$ cat config.mk
export PLATFORM = sky130hd
export DESIGN_NAME = seq_chunk_addsub
export DESIGN_NICKNAME = d
export VERILOG_FILES = /design/src/rtl/seq_chunk_addsub.sv
export SDC_FILE = /design/constraint.sdc
export NUM_CORES = 1
export LEC_CHECK = 0
export CAP_MARGIN = 20
export CORE_MARGIN = 2
export CORE_UTILIZATION = 30
export CTS_CLUSTER_DIAMETER = 120
export DETAILED_ROUTE_END_ITERATION = 16
export GPL_TIMING_DRIVEN = 0
export SLEW_MARGIN = 20
export SYNTH_ARGS = -nofsm -noshare
export SYNTH_HDL_FRONTEND = slang
export SYNTH_SLANG_ARGS = --single-unit
export TNS_END_PERCENT = 30
$ cat constraint.sdc
create_clock -name clk -period 2.83 [get_ports clk]
set_input_delay 0.283 -clock clk [delete_from_list [all_inputs] [get_ports clk]]
set_output_delay 0.283 -clock clk [all_outputs]
set_load 0.01 [all_outputs]
$ cat src/rtl/seq_chunk_addsub.sv
// Multi-cycle adder/subtractor: CHUNK bits per clock through a single carry register.
// Subtract is A + ~B + ~cin; results, cout and ovf update only on the completion edge.
module seq_chunk_addsub #(
    parameter int WIDTH = 14,
    parameter int CHUNK = 4
) (
    input  logic             clk,
    input  logic             rst,
    input  logic             start,
    input  logic             mode,
    input  logic [WIDTH-1:0] a,
    input  logic [WIDTH-1:0] b,
    input  logic             cin,
    output logic             busy,
    output logic             done,
    output logic [WIDTH-1:0] sum,
    output logic             cout,
    output logic             ovf
);

    localparam int N      = (WIDTH + CHUNK - 1) / CHUNK;
    localparam int ACC_W  = N * CHUNK;
    localparam int W_LAST = WIDTH - (N - 1) * CHUNK;
    localparam int IDXW   = (N > 1) ? $clog2(N) : 1;
    localparam int SHW    = $clog2(ACC_W) + 1;

    typedef enum logic {
        IDLE = 1'b0,
        RUN  = 1'b1
    } state_t;

    state_t state, state_next;

    // Operands are zero-padded to a whole number of chunks so the final,
    // possibly partial, chunk reports its carry at bit W_LAST of chunk_sum.
    logic [ACC_W-1:0] a_reg;
    logic [ACC_W-1:0] b_reg;
    logic [ACC_W-1:0] acc_reg;
    logic             carry;
    logic [IDXW-1:0]  idx;

    logic [SHW-1:0]   base;
    logic [CHUNK-1:0] a_chunk;
    logic [CHUNK-1:0] b_chunk;
    logic [CHUNK:0]   chunk_sum;
    logic [ACC_W-1:0] chunk_mask;
    logic [ACC_W-1:0] acc_next;
    logic             last;
    logic             msb_cin;

    always_comb begin
        base       = SHW'(idx) * SHW'(CHUNK);
        a_chunk    = a_reg[base +: CHUNK];
        b_chunk    = b_reg[base +: CHUNK];
        chunk_sum  = {1'b0, a_chunk} + {1'b0, b_chunk} + {{CHUNK{1'b0}}, carry};
        chunk_mask = ACC_W'({CHUNK{1'b1}}) << base;
        acc_next   = (acc_reg & ~chunk_mask) | (ACC_W'(chunk_sum[CHUNK-1:0]) << base);
        last       = (idx == IDXW'(N - 1));
        // Carry into the MSB recovered from sum and operand bits at that position.
        msb_cin    = chunk_sum[W_LAST-1] ^ a_chunk[W_LAST-1] ^ b_chunk[W_LAST-1];
    end

    always_ff @(posedge clk or posedge rst) begin
        if (rst) begin
            state <= IDLE;
        end else begin
            state <= state_next;
        end
    end

    always_comb begin
        state_next = state;
        case (state)
            IDLE: if (start) state_next = RUN;
            RUN:  if (last)  state_next = IDLE;
            default: state_next = IDLE;
        endcase
    end

    assign busy = (state == RUN);

    always_ff @(posedge clk or posedge rst) begin
        if (rst) begin
            a_reg   <= '0;
            b_reg   <= '0;
            acc_reg <= '0;
            carry   <= 1'b0;
            idx     <= '0;
            sum     <= '0;
            cout    <= 1'b0;
            ovf     <= 1'b0;
            done    <= 1'b0;
        end else begin
            done <= 1'b0;
            case (state)
                IDLE: begin
                    if (start) begin
                        a_reg <= ACC_W'(a);
                        b_reg <= ACC_W'(b ^ {WIDTH{mode}});
                        carry <= cin ^ mode;
                        idx   <= '0;
                    end
                end
                RUN: begin
                    acc_reg <= acc_next;
                    carry   <= chunk_sum[CHUNK];
                    idx     <= idx + 1'b1;
                    if (last) begin
                        sum  <= acc_next[WIDTH-1:0];
                        cout <= chunk_sum[W_LAST];
                        ovf  <= msb_cin ^ chunk_sum[W_LAST];
                        done <= 1'b1;
                    end
                end
                default: ;
            endcase
        end
    end

endmodule

* Word-level counts from Yosys, hierarchy flattened *
Cells that the tools add are included.

storage, ports and cells
  register bits after elaboration = 67
  output and inout port bits = 18

cells by class
  add/subtract/negate cells = 3
  eq/ne operators = 2
  shift operators = 4
  mux-type cells = 9
  bitwise logic cells = 9
  reduce and logical (&&, ||, !) cells = 2

operators with widths
  operator                                                             number
  16-bit by 5-bit indexed part select with 4-bit output                2
  16-bit AND                                                           1
  16-bit NOT                                                           1
  16-bit OR                                                            1
  4-bit by 4-bit left shift with 16-bit output                         1
  4-bit by 4-bit left shift with 16-bit output (first input constant)  1
  14-bit XOR                                                           1
  4-bit by 4-bit adder with 5-bit output                               1
  5-bit by 1-bit adder with 5-bit output                               1
  1-bit two-way mux                                                    5
  1-bit case mux with 2 select lines                                   2
  2-bit case mux with 2 select lines                                   1
  2-bit AND reduction                                                  2
  1-bit XOR                                                            4
  2-bit by 1-bit adder with 2-bit output (second input constant)       1
  2-bit equality test (second input constant)                          1
  2-bit two-way mux                                                    1
  2-bit inequality test (second input constant)                        1
  1-bit NOT                                                            1

* Depth between registers and ports, before layout *
Gate-level depths: netlist (run 1).

  depth in word-level cells = 6
  mapped depth = 10

* Worst setup path after synthesis (run 1) *
No wires, ideal clock.

  path kind = register to register
  from = register idx[0]
  to = register ovf
  setup time = 0.131 ns
  arrival time = 2.427 ns
  path slack = 0.272 ns
  cell stages (with the launch flop) = 9
  path buffers = 1
  clock period less this slack = 2.558 ns
  path through = dfrtp_1 buf_6 mux4_1 fa_1 inv_1 fa_1 xnor2_1 xnor2_1 o21ai_1

between the ends
  cells in the longest elaborated chain, start to end = 6
  elaborated cells between the ends (all ways) = 9
  classes of those cells = add/sub (2); eq/ne (1); shift (2); bitwise (3); reduce/logical (1)

ends and longest elaborated chain
  item                                                                             line    text
  start: declaration                                                               40      logic [IDXW-1:0] idx;
  start signal: assignment                                                         107     idx <= idx + 1'b1;
  16-bit by 5-bit indexed part select with 4-bit output, on equally long branches  53, 54
  4-bit by 4-bit adder with 5-bit output                                           55      chunk_sum = {1'b0, a_chunk} + {1'b0, b_chunk} + {{CHUNK{1'b0}}, carry};
  5-bit by 1-bit adder with 5-bit output                                           55
  1-bit XOR (2 in series)                                                          60      msb_cin = chunk_sum[W_LAST-1] ^ a_chunk[W_LAST-1] ^ b_chunk[W_LAST-1];
  1-bit XOR                                                                        111     ovf <= msb_cin ^ chunk_sum[W_LAST];
  end signal: assignment                                                           111
  end: declaration                                                                 18      output logic ovf

Parallel ways exist; a longest one is shown, timed or not.
A chain may end at the register's enable or synchronous reset.

* Worst setup path in the final report (run 1) *
Same ends and word-level chain as after synthesis.

==> results of run 1 <==
## area by class of cell
class | count | area (µm²) | area share
Clock buffer | 13 | 149 | 0.0398
Inverter | 11 | 43.8 | 0.0117
Timing Repair Buffer | 50 | 510 | 0.136
Sequential cell | 61 | 1530 | 0.408
Multi-Input combinational cell | 181 | 1280 | 0.341
Tap cell | 129 | 161 | 0.0431
Buffer | 13 | 63.8 | 0.0171
Clock inverter | 2 | 10.0 | 0.00268
## layer usage
layer | wire length [µm] | track usage | up-vias
li1 | - | - | 1032
met1 | 2980 | 0.178 | 1012
met2 | 2990 | 0.210 | 59
met3 | 310 | 0.0421 | 6
met4 | 76 | 0.0499 | 0
met5 | 0 | 0 | -
## placed cells by master (no fill, tap or decap), types with 2 or more instances in the layout
cell type        Yosys  layout
a22o_1               4       4
nand2_1             45      45
mux2i_1              4       4
nor2_1              25      24
buf_2                4       3
clkbuf_1             8      11
a221oi_1             9       6
a221oi_2             0       3
inv_1               11      10
clkdlybuf4s50_1      0      49
mux4_1               2       2
xnor2_1             19      17
clkinv_2             0       2
o31ai_1              2       2
mux2_2              14      14
a21oi_1              4       4
mux4_2               2       2
ha_1                 7       7
xnor2_2              0       2
clkbuf_8             0      10
a32o_1               3       3
o21ai_0             32      32
dfrtp_1             61      61
## worst max-delay path, stage by stage, from the launching register on
cell and delay (ns):
dfrtp_1 0.39, buf_6 0.16, mux4_1 0.60, fa_1 0.45, inv_1 0.09, fa_2 0.50, xnor2_1 0.22, xnor2_1 0.14
o21ai_1 0.08
## final timing paths
kind                               end  slack [ns]  depth (start not counted)
min                        acc_reg[11]        0.29                          2
max reg2reg                        ovf        0.07                          8
max                                ovf        0.07                          8
min in group clk             b_reg[13]        0.34                          3
max in group asynchronous    a_reg[10]        2.04                          3
min reg2reg                     sum[9]        0.48                          2
## cell families (layout without fill, tap and decap cells)
kind of cell / Yosys count / after routing / synth area share
xor gates and xnor gates: 20 / 20 / 0.0611
muxes: 22 / 22 / 0.103
buffers and inverters: 24 / 89 / 0.0358
AOI/OAI and AO/OA: 57 / 57 / 0.125
adders and majority gates: 9 / 9 / 0.0445
DFF: 61 / 61 / 0.533
and+or+nand+nor: 73 / 73 / 0.0978
## metrics by stage
step                utilization  setup WS [ns]  cell area (µm²)
floorplan                     -          0.272             2870
global placement          0.381        -0.0840             3520
CTS                       0.401        0.00142             3710
finish                    0.405         0.0672             3740
global route              0.405        -0.0629             3740
detailed placement        0.383        -0.0791             3540
## power groups by stage
stage,logic (mW),clock network [mW],registers [mW]
after CTS,2.63,0.671,1.55
after floorplan,1.76,0,1.54
final,2.72,0.651,1.55
after global placement,2.54,0,1.54
after detailed placement,2.58,0,1.56
after global routing,3.04,0.712,1.61
## timing repair
action	4_1_cts	5_1_grt
cloned	0	0
setup endpoints to repair	2	7
hold endpoints to repair	0	0
resized for setup	2	6
pin swaps	0	1
==> results.cfg, run 1 <==
[cells_and_area]
finalNonFillerCells = 460
final_layout_size_suffix_gt1_frac = 0.127
nets = 369
area_delta_synth_final_pct = 30.5
fillers = 946
diodes = 0

[power_and_ir_drop]
power.density_nw_per_um2 = 1310
p_leak_nw = 1.61
total_power_mw = 4.91
power.internal_mw = 2.88
comb_power_share = 0.553
power_frac_seq = 0.315
p_sw_mw = 2.04
vdd_drop_max_uv = 537
p_sw_frac = 0.414
pwr-share-clk = 0.132

[routing]
drc = 0
ant_nets = 0
wl_um = 6360
vias_per_cell = 4.58
drt_iter0_drc = 78
dr.pass1.iters = 4
via_count = 2109
post_drt_wl_per_cell_um = 13.8

[timing]
skew_ns = 0.00650
slew_viol_final = 0
worst_slew_pin_slew_ns = 0.495
tns_ns = 0
hold_violations = 0
post-route-period-util = 0.976
rsz0062_at_grt = yes
setup_violations = 0
fin_crit_ns = 2.76
hold_ws_ns = 0.293
clock.fmax_mhz = 362
slew_headroom = 0.669

[setup_path]
critPathCaptureType = register
r2r_start = idx[0]
startpoint = idx[0]
arrival_ns = 2.96
critPathRequiredTime_ns = 3.03
critical_path_class = reg -> reg
cp_max_fo = 7
critPathLaunchType = register

[die]
fp.dieW_um = 102
ioPinCount = 51
initial_core_util = 0.310
rows = 35
die_area_um2 = 10400
chipHeight_um = 102
fp.coreArea_um2 = 9240

[logic_synthesis]
syn-num-nets = 308
yosysSeqAreaShare = 0.533
yosysWarnings = 0
synth_top_area_frac = 0.533
yosys.area.top_type = dfrtp_1
synth_ff_type = dfrtp_1
synthTopCellsByArea = dfrtp_1 (53%), nand2_1 (5.9%), xnor2_1 (5.8%), o21ai_0 (5.6%), mux2_2 (5.5%)
ys_seq_elements = 61
yosysUniqueCellTypes = 27
synth_area_um2 = 2870
synth_edf_count = 0
postSynthCellCount = 266
synthTopCellsByCount = dfrtp_1 (61), nand2_1 (45), o21ai_0 (32)
syn_area_per_cell_um2 = 10.8
synth.most_common_cell = dfrtp_1
synthArstFlopShare = 1.00

[grt]
grt_max_degree = 33
grt-ovfl-total = 0
grt_first_pass_wirelength_um = 10600
antenna_found_initial = 0
grt_util_all_layers = 0.135
grt_pass1_vias = 2129

[placed_design]
place_inst = 445
post-dp-hpwl_um = 4760
io_buffers = 49
place_congestion = 0.829

[clock_network]
cts_root_buffer = clkbuf_8
clk_pin_slew_ns = 0.06
clock-sinks = 61
cts-hold-fix-buffers = 0
cts_buffers = 9
clock_path_buffers = 2
post_cts_buffers = 0
cts_tree = done
htreeDepth = 3
insertion_delay_ns = 0.34

[worst_hold_path]
hold_class = in -> async

[run_status]
status = finished, final reports clean

[flow_run]
maxCapViolations = 0
No activity file was read; power rests on OpenSTA's default activity.
==> inputs of run 2 (changes only) <==
==> constraint.sdc (replaced) <==
create_clock -name clk -period 3.34 [get_ports clk]
set_input_delay 0.334 -clock clk [delete_from_list [all_inputs] [get_ports clk]]
set_output_delay 0.334 -clock clk [all_outputs]
set_load 0.01 [all_outputs]
==> run 2 against run 1 <==
  * Clock skew rose by 0.00062 ns
  * Combinational power fell by 20%
  * Critical path depth rose by 2
  * Register-to-register slack improved by 0.35 ns
  * Sequential share of layout area rose by 0.46 points
  * Maximum frequency fell by 5.6%
  * Design area fell by 1.1%
  * Global-route usage barely moved
  * Routed wire length fell by 1.3%
  * Non-clock buffer count did not move
  * Cell count did not move
  * Worst setup slack improved by 0.35 ns
  * Largest cell class unchanged
==> results.cfg, run 2 (same netlist as run 1, synthesis figures left out) <==
[cells_and_area]
nets = 369
fin_util = 0.400
layout_commonest_cell = dfrtp_1
layout_common_cells = dfrtp_1 (61), clkdlybuf4s50_1 (49), nand2_1 (45)
final_layout_size_suffix_gt1_frac = 0.106
diodes = 0
area_delta_synth_final_pct = 29.1

[clock_network]
clock-sinks = 61
clock_path_buffers = 2
post_cts_buffers = 0
cts_tree = done
insertion_delay_ns = 0.34
cts-hold-fix-buffers = 0
clk_pin_slew_ns = 0.06
htreeDepth = 3
cts_buffers = 9
cts_root_buffer = clkbuf_8
post_cts_resized = 0

[power_and_ir_drop]
pwr-share-clk = 0.137
comb_power_share = 0.539
power.internal_mw = 2.36
p_sw_frac = 0.413
vdd_drop_max_uv = 550
power.density_nw_per_um2 = 1090
p_sw_mw = 1.66
p_leak_nw = 1.59
power_frac_seq = 0.324

[setup_path]
critical_path_class = reg -> reg
critPathRequiredTime_ns = 3.54
r2r_start = idx[0]
startpoint = idx[0]
critPathCaptureType = register
reg2reg_to = ovf
r2r_slack_ns = 0.41
critPathLaunchType = register
endpoint = ovf
cp_max_fo = 8
rr_worst_depth = 10
arrival_ns = 3.12

[routing]
via_count = 2120
drt_iter0_drc = 84
wl_um = 6280
post_drt_wl_per_cell_um = 13.6
drc = 0
ant_nets = 0
vias_per_cell = 4.61
dr.pass1.iters = 4

[timing]
slew_viol_final = 0
slew_headroom = 0.524
worst_slew_pin_slew_ns = 0.709
tns_ns = 0
skew_ns = 0.00712
fin_crit_ns = 2.93
setup_violations = 0
post-route-period-util = 0.876
clock.fmax_mhz = 342
rsz0062_at_grt = no
hold_violations = 0

[die]
chipHeight_um = 102
fp.dieW_um = 102
fp.coreArea_um2 = 9240
die_area_um2 = 10400
ioPinCount = 51
initial_core_util = 0.310
rows = 35

[run_status]
status = finished, final reports clean

[placed_design]
place_congestion = 0.829
io_buffers = 49
post-dp-hpwl_um = 4760

[flow_run]
maxCapViolations = 0

[grt]
antenna_found_initial = 0
grt_max_degree = 33
grt-ovfl-total = 0
grt_first_pass_wirelength_um = 10600
grt_util_all_layers = 0.135
grt_pass1_vias = 2133

[worst_hold_path]
hold_class = in -> async
-- run 2: metrics by stage --
step	hold WS, ns	setup slack, ns	power [mW]	instance area (µm²)	std cells
floorplan	0.420	0.782	2.79	2870	266
global placement	0.457	0.375	3.45	3520	444
detailed placement	0.471	0.431	3.51	3540	445
CTS	0.355	0.403	4.07	3700	460
global route	0.381	0.159	4.40	3700	460
finish	0.344	0.415	4.03	3700	460
-- run 2: worst min path at each step --
stage | startpoint | to | slack, ns | cells after the start
after floorplan | start | idx[1] | 0.42 | 1
after global placement | b_reg[8] | b_reg[8] | 0.46 | 2
after detailed placement | b_reg[10] | b_reg[10] | 0.47 | 2
after CTS | rst | sum[8] | 0.35 | 2
after global routing | rst | acc_reg[10] | 0.38 | 2
final | rst | acc_reg[11] | 0.34 | 2
-- run 2: critical path, cell delays in order, from the launching register on --
cell	delay, ns
dfrtp_1	0.39
buf_6	0.16
inv_1	0.10
nor2_1	0.55
nand2_1	0.10
o21ai_0	0.14
ha_1	0.32
xnor2_1	0.60
xnor2_1	0.21
xnor2_1	0.14
o21ai_1	0.08
-- run 2: layout make-up --
cell class / instances / area (µm²)
Sequential cell: 61 / 1530
Timing Repair Buffer: 50 / 510
Inverter: 11 / 43.8
Buffer: 13 / 61.3
Fill cell: 949 / 5540
Multi-Input combinational cell: 181 / 1240
Clock buffer: 13 / 149
Tap cell: 129 / 161
Clock inverter: 2 / 10.0
-- run 2: per-layer routing --
layer | GRT usage | vias to the layer above | wire length [µm]
li1 | - | 1030 | -
met1 | 0.178 | 1029 | 2980
met2 | 0.210 | 52 | 2940
met3 | 0.0421 | 9 | 260
met4 | 0.0499 | 0 | 90
met5 | 0 | - | 0
-- run 2: power groups by stage --
stage          combinational, mW  clock, mW  sequential, mW
2_1_floorplan               1.49          0            1.31
3_3_place_gp                2.15          0            1.30
3_5_place_dp                2.19          0            1.32
4_1_cts                     2.19      0.568            1.31
5_1_grt                     2.44      0.603            1.36
6_report                    2.17      0.551            1.31
==> inputs of run 3 (changes only) <==
--- a/config.mk
+++ b/config.mk
@@ -10,7 +10,7 @@
 export CORE_UTILIZATION = 30
 export CTS_CLUSTER_DIAMETER = 120
 export DETAILED_ROUTE_END_ITERATION = 16
-export GPL_TIMING_DRIVEN = 0
+export RECOVER_POWER = 100
 export SLEW_MARGIN = 20
 export SYNTH_ARGS = -nofsm -noshare
 export SYNTH_HDL_FRONTEND = slang
==> constraint.sdc (replaced) <==
create_clock -name clk -period 3.5 [get_ports clk]
set_input_delay 0.35 -clock clk [delete_from_list [all_inputs] [get_ports clk]]
set_output_delay 0.35 -clock clk [all_outputs]
set_load 0.01 [all_outputs]
==> run 3 against run 2 <==
  * First-iteration DRC count decreased by 27%
  * Via count down 0.99%
  * Power shrank 6.2%
  * Critical endpoint is now sum[11]
  * Non-clock buffer count down 7
  * Clock-buffer cell count decreased by 3
  * Largest power group unchanged
  * The run now ends with max-capacitance violations, max-slew violations left
  * Sequential share of layout area up 0.41 points
  * Clock power down 3.8%
  * Critical path depth down 2
  * Flip-flop and latch count did not move
  * Routed wire length down 0.75%
==> results.cfg, run 3 (same netlist as run 1, synthesis figures left out) <==
[routing]
vias_per_cell = 4.63
drt_iter0_drc = 61
dr.pass1.iters = 6
drc = 0
via_count = 2099
ant_nets = 0
wl_um = 6230
post_drt_wl_per_cell_um = 13.8

[clock_network]
cts_root_buffer = clkbuf_8
cts-hold-fix-buffers = 0
post_cts_buffers = 0
cts_buffers = 9
cts_tree = done
insertion_delay_ns = 0.33
htreeDepth = 3
clock-sinks = 61
clk_pin_slew_ns = 0.07
post_cts_resized = 0
clock_path_buffers = 2

[timing]
clock.fmax_mhz = 345
slew_viol_final = 47
fin_crit_ns = 2.90
hold_violations = 0
skew_ns = 0.00528
slew_headroom = -0.336
setup_violations = 0
worst_slew_pin_slew_ns = 1.99
post-route-period-util = 0.829
tns_ns = 0
rsz0062_at_grt = no

[die]
die_area_um2 = 10400
initial_core_util = 0.310
fp.dieW_um = 102
fp.coreArea_um2 = 9240
chipHeight_um = 102
ioPinCount = 51
rows = 35

[setup_path]
cp_max_fo = 11
critical_path_class = reg -> reg
worst_path_max_delay_cell = dfrtp_1
r2r_start = idx[0]
arrival_ns = 3.11
critPathLaunchType = register
cp_top_family = compound AO/OA/AOI/OAI gates
crit_path_cell_trace = clkbuf_1, mux4_2, ha_1, a21o_1, a21oi_1, xnor2_1, a221oi_1, nor2_1
startpoint = idx[0]
critPathBufInv = 1
critPathCaptureType = register
critPathMaxStageDelay_ns = 0.62
critPathRequiredTime_ns = 3.71

[run_status]
status = finished, violations left
failed_checks = max-capacitance violations, max-slew violations

[flow_run]
maxCapViolations = 1

[power_and_ir_drop]
vdd_drop_max_uv = 500
p_leak_nw = 1.58
power.density_nw_per_um2 = 1030

[placed_design]
place_inst = 438
io_buffers = 50
post-dp-hpwl_um = 4640
place_congestion = 0.836

[cells_and_area]
nets = 362
finalNonFillerCells = 453
area_delta_synth_final_pct = 27.8
diodes = 0
final_layout_size_suffix_gt1_frac = 0.105
layout_commonest_cell = dfrtp_1
layout_common_cells = dfrtp_1 (61), nand2_1 (45), o21ai_0 (33)

[grt]
antenna_found_initial = 0
grt_pass1_vias = 2140
grt_util_all_layers = 0.131
grt_max_degree = 47
grt-ovfl-total = 0
grt_first_pass_wirelength_um = 10300

[worst_hold_path]
min_from = sum[9]
hold_class = reg -> reg
-- run 3: cell count changes in the layout (fill, tap and decap cells not counted), moves of 2 or more --
cell	previous run	this run
buf_2	4	0
buf_4	0	2
clkbuf_1	11	4
clkdlybuf4s50_1	49	31
clkinv_2	2	4
dlygate4sd3_1	0	19
-- run 3: metrics by stage --
step            util  cell area (µm²)  power, mW  hold slack [ns]  setup WS, ns
2_1_floorplan      -             2870       2.67            0.436         0.942
3_3_place_gp   0.380             3510       3.26            0.466         0.711
3_5_place_dp   0.380             3510       3.33            0.470         0.616
4_1_cts        0.398             3680       3.87            0.484         0.607
5_1_grt        0.396             3660       4.11            0.502         0.347
6_report       0.396             3660       3.78            0.473         0.599
-- run 3: worst reg2reg max path, cell delays in order, from the launching register on --
cell      delay [ns]
dfrtp_1         0.62
clkbuf_1        0.31
mux4_2          0.60
ha_1            0.30
a21o_1          0.16
a21oi_1         0.18
xnor2_1         0.19
a221oi_1        0.34
nor2_1          0.09
-- run 3: worst paths after layout --
kind                       endpoint  slack, ns  cells past startpoint
setup / recovery            sum[11]       0.60                      8
hold / removal               sum[9]       0.47                      2
setup reg to reg            sum[11]       0.60                      8
hold reg to reg              sum[9]       0.47                      2
max in group asynchronous    sum[0]       1.44                      3
min in group asynchronous  b_reg[2]       0.99                      2
-- run 3: final cells by class --
class | instances | area, µm²
Clock buffer | 10 | 138
Clock inverter | 5 | 27.5
Fill cell | 926 | 5580
Inverter | 11 | 42.5
Multi-Input combinational cell | 181 | 1240
Sequential cell | 61 | 1530
Tap cell | 129 | 161
Timing Repair Buffer | 56 | 531
-- run 3: report_power, final --
part | total (mW) | leakage [nW] | switching (mW) | internal (mW)
Sequential | 1.29 | 0.744 | 0.245 | 1.05
Clock | 0.530 | 0.0877 | 0.264 | 0.267
Combinational | 1.95 | 0.753 | 1.06 | 0.889
Total | 3.78 | 1.58 | 1.57 | 2.20
-- run 3: routing by layer --
| layer | routed length [µm] | global-route usage | vias to the layer above |
|---|---|---|---|
| met4 | 70 | 0.0416 | 0 |
| met1 | 2860 | 0.171 | 1005 |
| met5 | 0 | 0 | - |
| li1 | - | - | 1025 |
| met2 | 2960 | 0.206 | 61 |
| met3 | 339 | 0.0414 | 8 |
==> edit 1: new RTL, flow settings as in run 3 <==
Change the parameter `WIDTH` from 14 to 18.
--- a/src/rtl/seq_chunk_addsub.sv
+++ b/src/rtl/seq_chunk_addsub.sv
@@ -1,7 +1,7 @@
 // Multi-cycle adder/subtractor: CHUNK bits per clock through a single carry register.
 // Subtract is A + ~B + ~cin; results, cout and ovf update only on the completion edge.
 module seq_chunk_addsub #(
-    parameter int WIDTH = 14,
+    parameter int WIDTH = 18,
     parameter int CHUNK = 4
 ) (
     input  logic             clk,
Interface: changed (resized a, b and sum); port bits go from 51 to 63. No check against the original RTL was run, so the function may have changed too.
==> edit 1 against run 3 <==
- largest cell class unchanged
- total power increased by 32%
- sequential cell count up 17
- cell count grew 28%
- non-clock buffer count increased by 15
- combinational power is 26% higher
- critical path type unchanged
- routed wire length rose by 31%
- the flow still finishes with violations (max-capacitance violations, max-slew violations)
- cell area up 31%
- sequential power up 22%
- setup slack got worse by 0.18 ns
- synthesized area increased by 30%
- core utilization increased by 0.27 points
- clock skew rose by 0.0016 ns
- largest power group unchanged
==> edit 1: results (changes against run 3) <==
Status
  – Status: finished with violations
  – Failing checks: max-capacitance violations, max-slew violations

Global route
  – Pin count of the biggest net entering global routing: 55 (+17%)
  – Total GRT Usage: 13.0% (-0.075 points)
  – Vias in the first global route: 2575 (+20%)

Timing
  – Final Max Slew Viols: 55 (+17%)
  – Worst slew pin tran: 1.89 ns (-0.106 ns)

Setup path
  – R2R depth: 11 (+3)
  – Arr. time, crit path: 3.33 ns (+0.22 ns)
  – Reg2reg end: ovf
  – Internal reg-to-reg setup slack: 0.42 ns (-0.18 ns)

Synthesis
  – Count of cell types in the netlist: 34 (+26%)
  – Area fraction in compound gates after synthesis: 13.6% (+1.0 points)
  – Sequential element share of the synthesized area: 52.3% (-0.96 points)
  – Post-synthesis adder-cell area fraction: 3.75% (-0.70 points)
  – Dominant cells by area after synthesis: dfrtp_1, nand2_1, o21ai_0
  – Post-synthesis mux area share: 10.3% (+0.024 points)

Finish
  – Layout Nets: 458 (+27%)
  – Design Area, Final: 0.00481 sq mm (+31%)

Route
  – Met3 wire length: 375 um (+11%)
  – Initial DRT Pass Iterations: 4 (-2)
  – WL met2: 3660 um (+24%)
  – WL met1: 4010 um (+40%)

Placement
  – DP HPWL: 6110 um (+32%)
  – Routability Congestion: 0.876 (+4.8%)

Power and ir drop
  – Sw Share: 39.1% (-2.5 points)
  – Pleak: 2.13 nW (+34%)

Min path
  – HP Start: sum[16]

Run
  – Max_cap viols: 1 (unchanged)
## edit 1: changes by cell type after synthesis, sizes merged, moves of 4 or more
| cell | change |
|---|---|
| a221oi | -8 |
| a22oi | +10 |
| and2 | +4 |
| dfrtp | +17 |
| mux2 | +5 |
| nand2 | +21 |
| nand3 | +5 |
| nor2 | -16 |
| nor2b | +5 |
| o21ai | +17 |
## edit 1: layout make-up
cell class	instances	share of cell area, %
flip-flops and latches	78	40.5
multi-input cells	238	34.2
repair buffers	71	14.0
clock buffers	9	4.68
well taps	168	4.37
clock inverters	7	1.51
inverters	9	0.702
## edit 1: power by group through the flow
stage,Clock (mW),Combinational [mW],Sequential (mW)
after CTS,0.948,2.57,1.59
after global placement,0,2.51,1.60
after floorplan,0,1.72,1.56
final,0.930,2.46,1.58
after detailed placement,0,2.56,1.61
after global routing,0.991,2.73,1.63
## edit 1: logic make-up (layout without fill, tap and decap cells)
kind of cell             after synthesis  count (layout)
AO/OA/AOI/OAI                         81              81
AND/OR/NAND/NOR                       97              97
flip-flops                            78              78
adder cells (fa/ha/maj)               10              10
buffers and inverters                 27              96
multiplexers                          27              27
XOR/XNOR                              23              23
## edit 1: worst max path at each step
stage | slack (ns) | to | startpoint | depth (start not counted)
6_report | 0.42 | ovf | idx[0] | 11
5_1_grt | 0.19 | ovf | idx[0] | 11
4_1_cts | 0.41 | ovf | idx[1] | 8
3_5_place_dp | 0.43 | ovf | idx[1] | 8
3_3_place_gp | 0.55 | ovf | idx[1] | 8
2_1_floorplan | 0.50 | ovf | idx[0] | 9
## edit 1: stage by stage
stage	total power, mW	setup WS, ns	cells	hold slack (ns)
after global placement	4.11	0.548	564	0.456
after detailed placement	4.17	0.431	564	0.459
after CTS	5.12	0.412	580	0.469
after floorplan	3.28	0.499	343	0.436
final	4.97	0.418	580	0.458
after global routing	5.35	0.187	580	0.498
## edit 1: metal layers
layer	global-route usage, %	vias up
met4	4.10	0
met2	20.2	64
met1	17.8	1278
li1	-	1315
met5	0	-
met3	3.45	11
## edit 1: worst max-delay path, cell delays in order, from the launching register on
cell and delay, ns:
dfrtp_1 0.47, buf_4 0.23, nor3_2 0.49, a22o_1 0.27, fa_1 0.22, inv_1 0.06, fa_1 0.40, xnor2_1 0.16
buf_4 0.19, xnor2_1 0.14, xnor3_1 0.23, o21ai_0 0.15
==> edit 2: new RTL, config.mk and constraints of run 3 <==
Made on the original files. Reset style: synchronous (`rst`), changed in 2 clocked blocks.
--- a/src/rtl/seq_chunk_addsub.sv
+++ b/src/rtl/seq_chunk_addsub.sv
@@ -60,7 +60,7 @@
         msb_cin    = chunk_sum[W_LAST-1] ^ a_chunk[W_LAST-1] ^ b_chunk[W_LAST-1];
     end
 
-    always_ff @(posedge clk or posedge rst) begin
+    always_ff @(posedge clk) begin
         if (rst) begin
             state <= IDLE;
         end else begin
@@ -79,7 +79,7 @@
 
     assign busy = (state == RUN);
 
-    always_ff @(posedge clk or posedge rst) begin
+    always_ff @(posedge clk) begin
         if (rst) begin
             a_reg   <= '0;
             b_reg   <= '0;
Formal check against the unedited RTL: differs if rst is asserted again (counterexample within 4 cycles, from zero or initial values and one cycle with rst high); with rst held inactive, the same outputs for 10 cycles.
==> edit 2 against run 3 <==
- synthesized area is 5.2% lower
- cell area decreased by 5.6%
- sequential cell count unchanged
- setup slack worse by 0.044 ns
- clock skew is 0.00059 ns higher
- critical endpoint is now ovf
- global-route usage rose by 0.088 points
- routed wire length decreased by 1.1%
- largest cell class is now multi-input combinational cells
- count of clock-buffer cells in the layout grew 1
- cell count rose by 2.4%
- fmax decreased by 1.5%
Power is not compared: it rests on default switching activity, and its combinational part moved more than twofold at a synthesized area within 25%.
==> edit 2: results (changes against run 3) <==
Status
  – Status: finished, final reports clean

Placement
  – Routability Congestion: 0.774 (-7.4%)
  – DP HPWL: 4330 um (-6.8%)
  – IO Port Bufs: 50 (unchanged)

Synthesis
  – Syn_area_per_cell: 8.74 sq um (-19%)
  – Commonest cells in the netlist: dfxtp_1, nor2_1, nand2_1
  – Sequential element share of the synthesized area: 44.9% (-8.3 points)
  – Yosys warns: 0 (unchanged)
  – Dominant cells by area after synthesis: dfxtp_1, nor2_1, xnor2_1
  – Ys flop type: dfxtp_1
  – Synth async-reset ratio: 0% (-100 points)

Route
  – Total wire length: 6160 um (-1.1%)
  – Starting DRT DRC Count: 99 (+62%)
  – Vias per cell: 4.87 (+5.0%)

Setup path
  – Arr. time, crit path: 3.21 ns (+0.10 ns)
  – Reg-to-Reg Start: idx[0]

Finish
  – Layout Nets: 393 (+8.6%)

Global route
  – Global Route met3 Usage: 3.94% (-0.21 points)
  – GRT met2 Usage: 20.8% (+0.14 points)
  – Vias in the first global route: 2165 (+1.2%)
  – Total GRT Usage: 13.1% (+0.088 points)
  – Pin count of the biggest net entering global routing: 62 (+32%)

Min path
  – HP Start: sum[12]

Timing
  – Slew headroom: 21.2% (+55 points)
  – Clock Skews: 0.00587 ns (+0.000593 ns)
[edit 2: cell count changes after synthesis, moves of 9 or more]
cell,run 3,this run
nor2_1,25,47
a21oi_1,4,24
mux2_2,14,0
nor3_1,1,10
dfxtp_1,0,61
o21ai_0,32,5
dfrtp_1,61,0
a211oi_1,0,21
[edit 2: path summary, 6_finish.rpt]
kind / to / slack [ns] / cells past startpoint
worst min-delay path: sum[12] / 0.45 / 2
worst min register to register: sum[12] / 0.45 / 2
worst max register to register: ovf / 0.55 / 10
worst max-delay path: ovf / 0.55 / 10
[edit 2: metrics by stage]
step	setup WS [ns]	hold slack, ns
floorplan	0.788	0.433
global route	0.284	0.470
global placement	0.667	0.444
CTS	0.572	0.453
finish	0.555	0.447
detailed placement	0.603	0.444
[edit 2: critical path: stages, from the launching register on]
cell	delay [ns]
dfxtp_1	0.42
inv_1	0.17
nor2_1	0.70
nand2_1	0.13
o21ai_0	0.12
ha_1	0.30
xnor2_1	0.47
xnor2_1	0.19
xnor2_1	0.13
nand2_1	0.07
a21oi_1	0.16
[edit 2: cell type report]
cell class / instances / area [sq um]
flip-flops and latches: 61 / 1220
clock inverters: 5 / 50.0
inverters: 10 / 37.5
clock buffers: 11 / 141
repair buffers: 54 / 522
multi-input cells: 215 / 1350
well taps: 108 / 135
fillers: 905 / 5300
[edit 2: layer usage]
| layer | up-vias | share of wire (%) |
|---|---|---|
| met2 | 43 | 48 |
| met4 | 0 | 1.0 |
| met5 | - | 0 |
| li1 | 1160 | - |
| met1 | 1046 | 47 |
| met3 | 9 | 4.3 |
[edit 2: logic make-up (layout without fill, tap and decap cells)]
| group | after synthesis | count (layout) | share of synthesized area, % |
|---|---|---|---|
| buf+inv | 35 | 80 | 5.29 |
| simple gates | 105 | 105 | 15.6 |
| mux | 8 | 8 | 4.79 |
| flops | 61 | 61 | 44.9 |
| fa+ha+maj | 9 | 9 | 4.70 |
| compound gates | 73 | 73 | 18.2 |
| xor+xnor | 20 | 20 | 6.45 |
[edit 2: report_power, final]
group / switching (mW) / internal [mW] / leakage, nW / total [mW]
logic: 0.140 / 0.115 / 0.698 / 0.255
clock network: 0.270 / 0.343 / 0.103 / 0.613
registers: 0.0204 / 0.730 / 0.498 / 0.750
total: 0.430 / 1.19 / 1.30 / 1.62
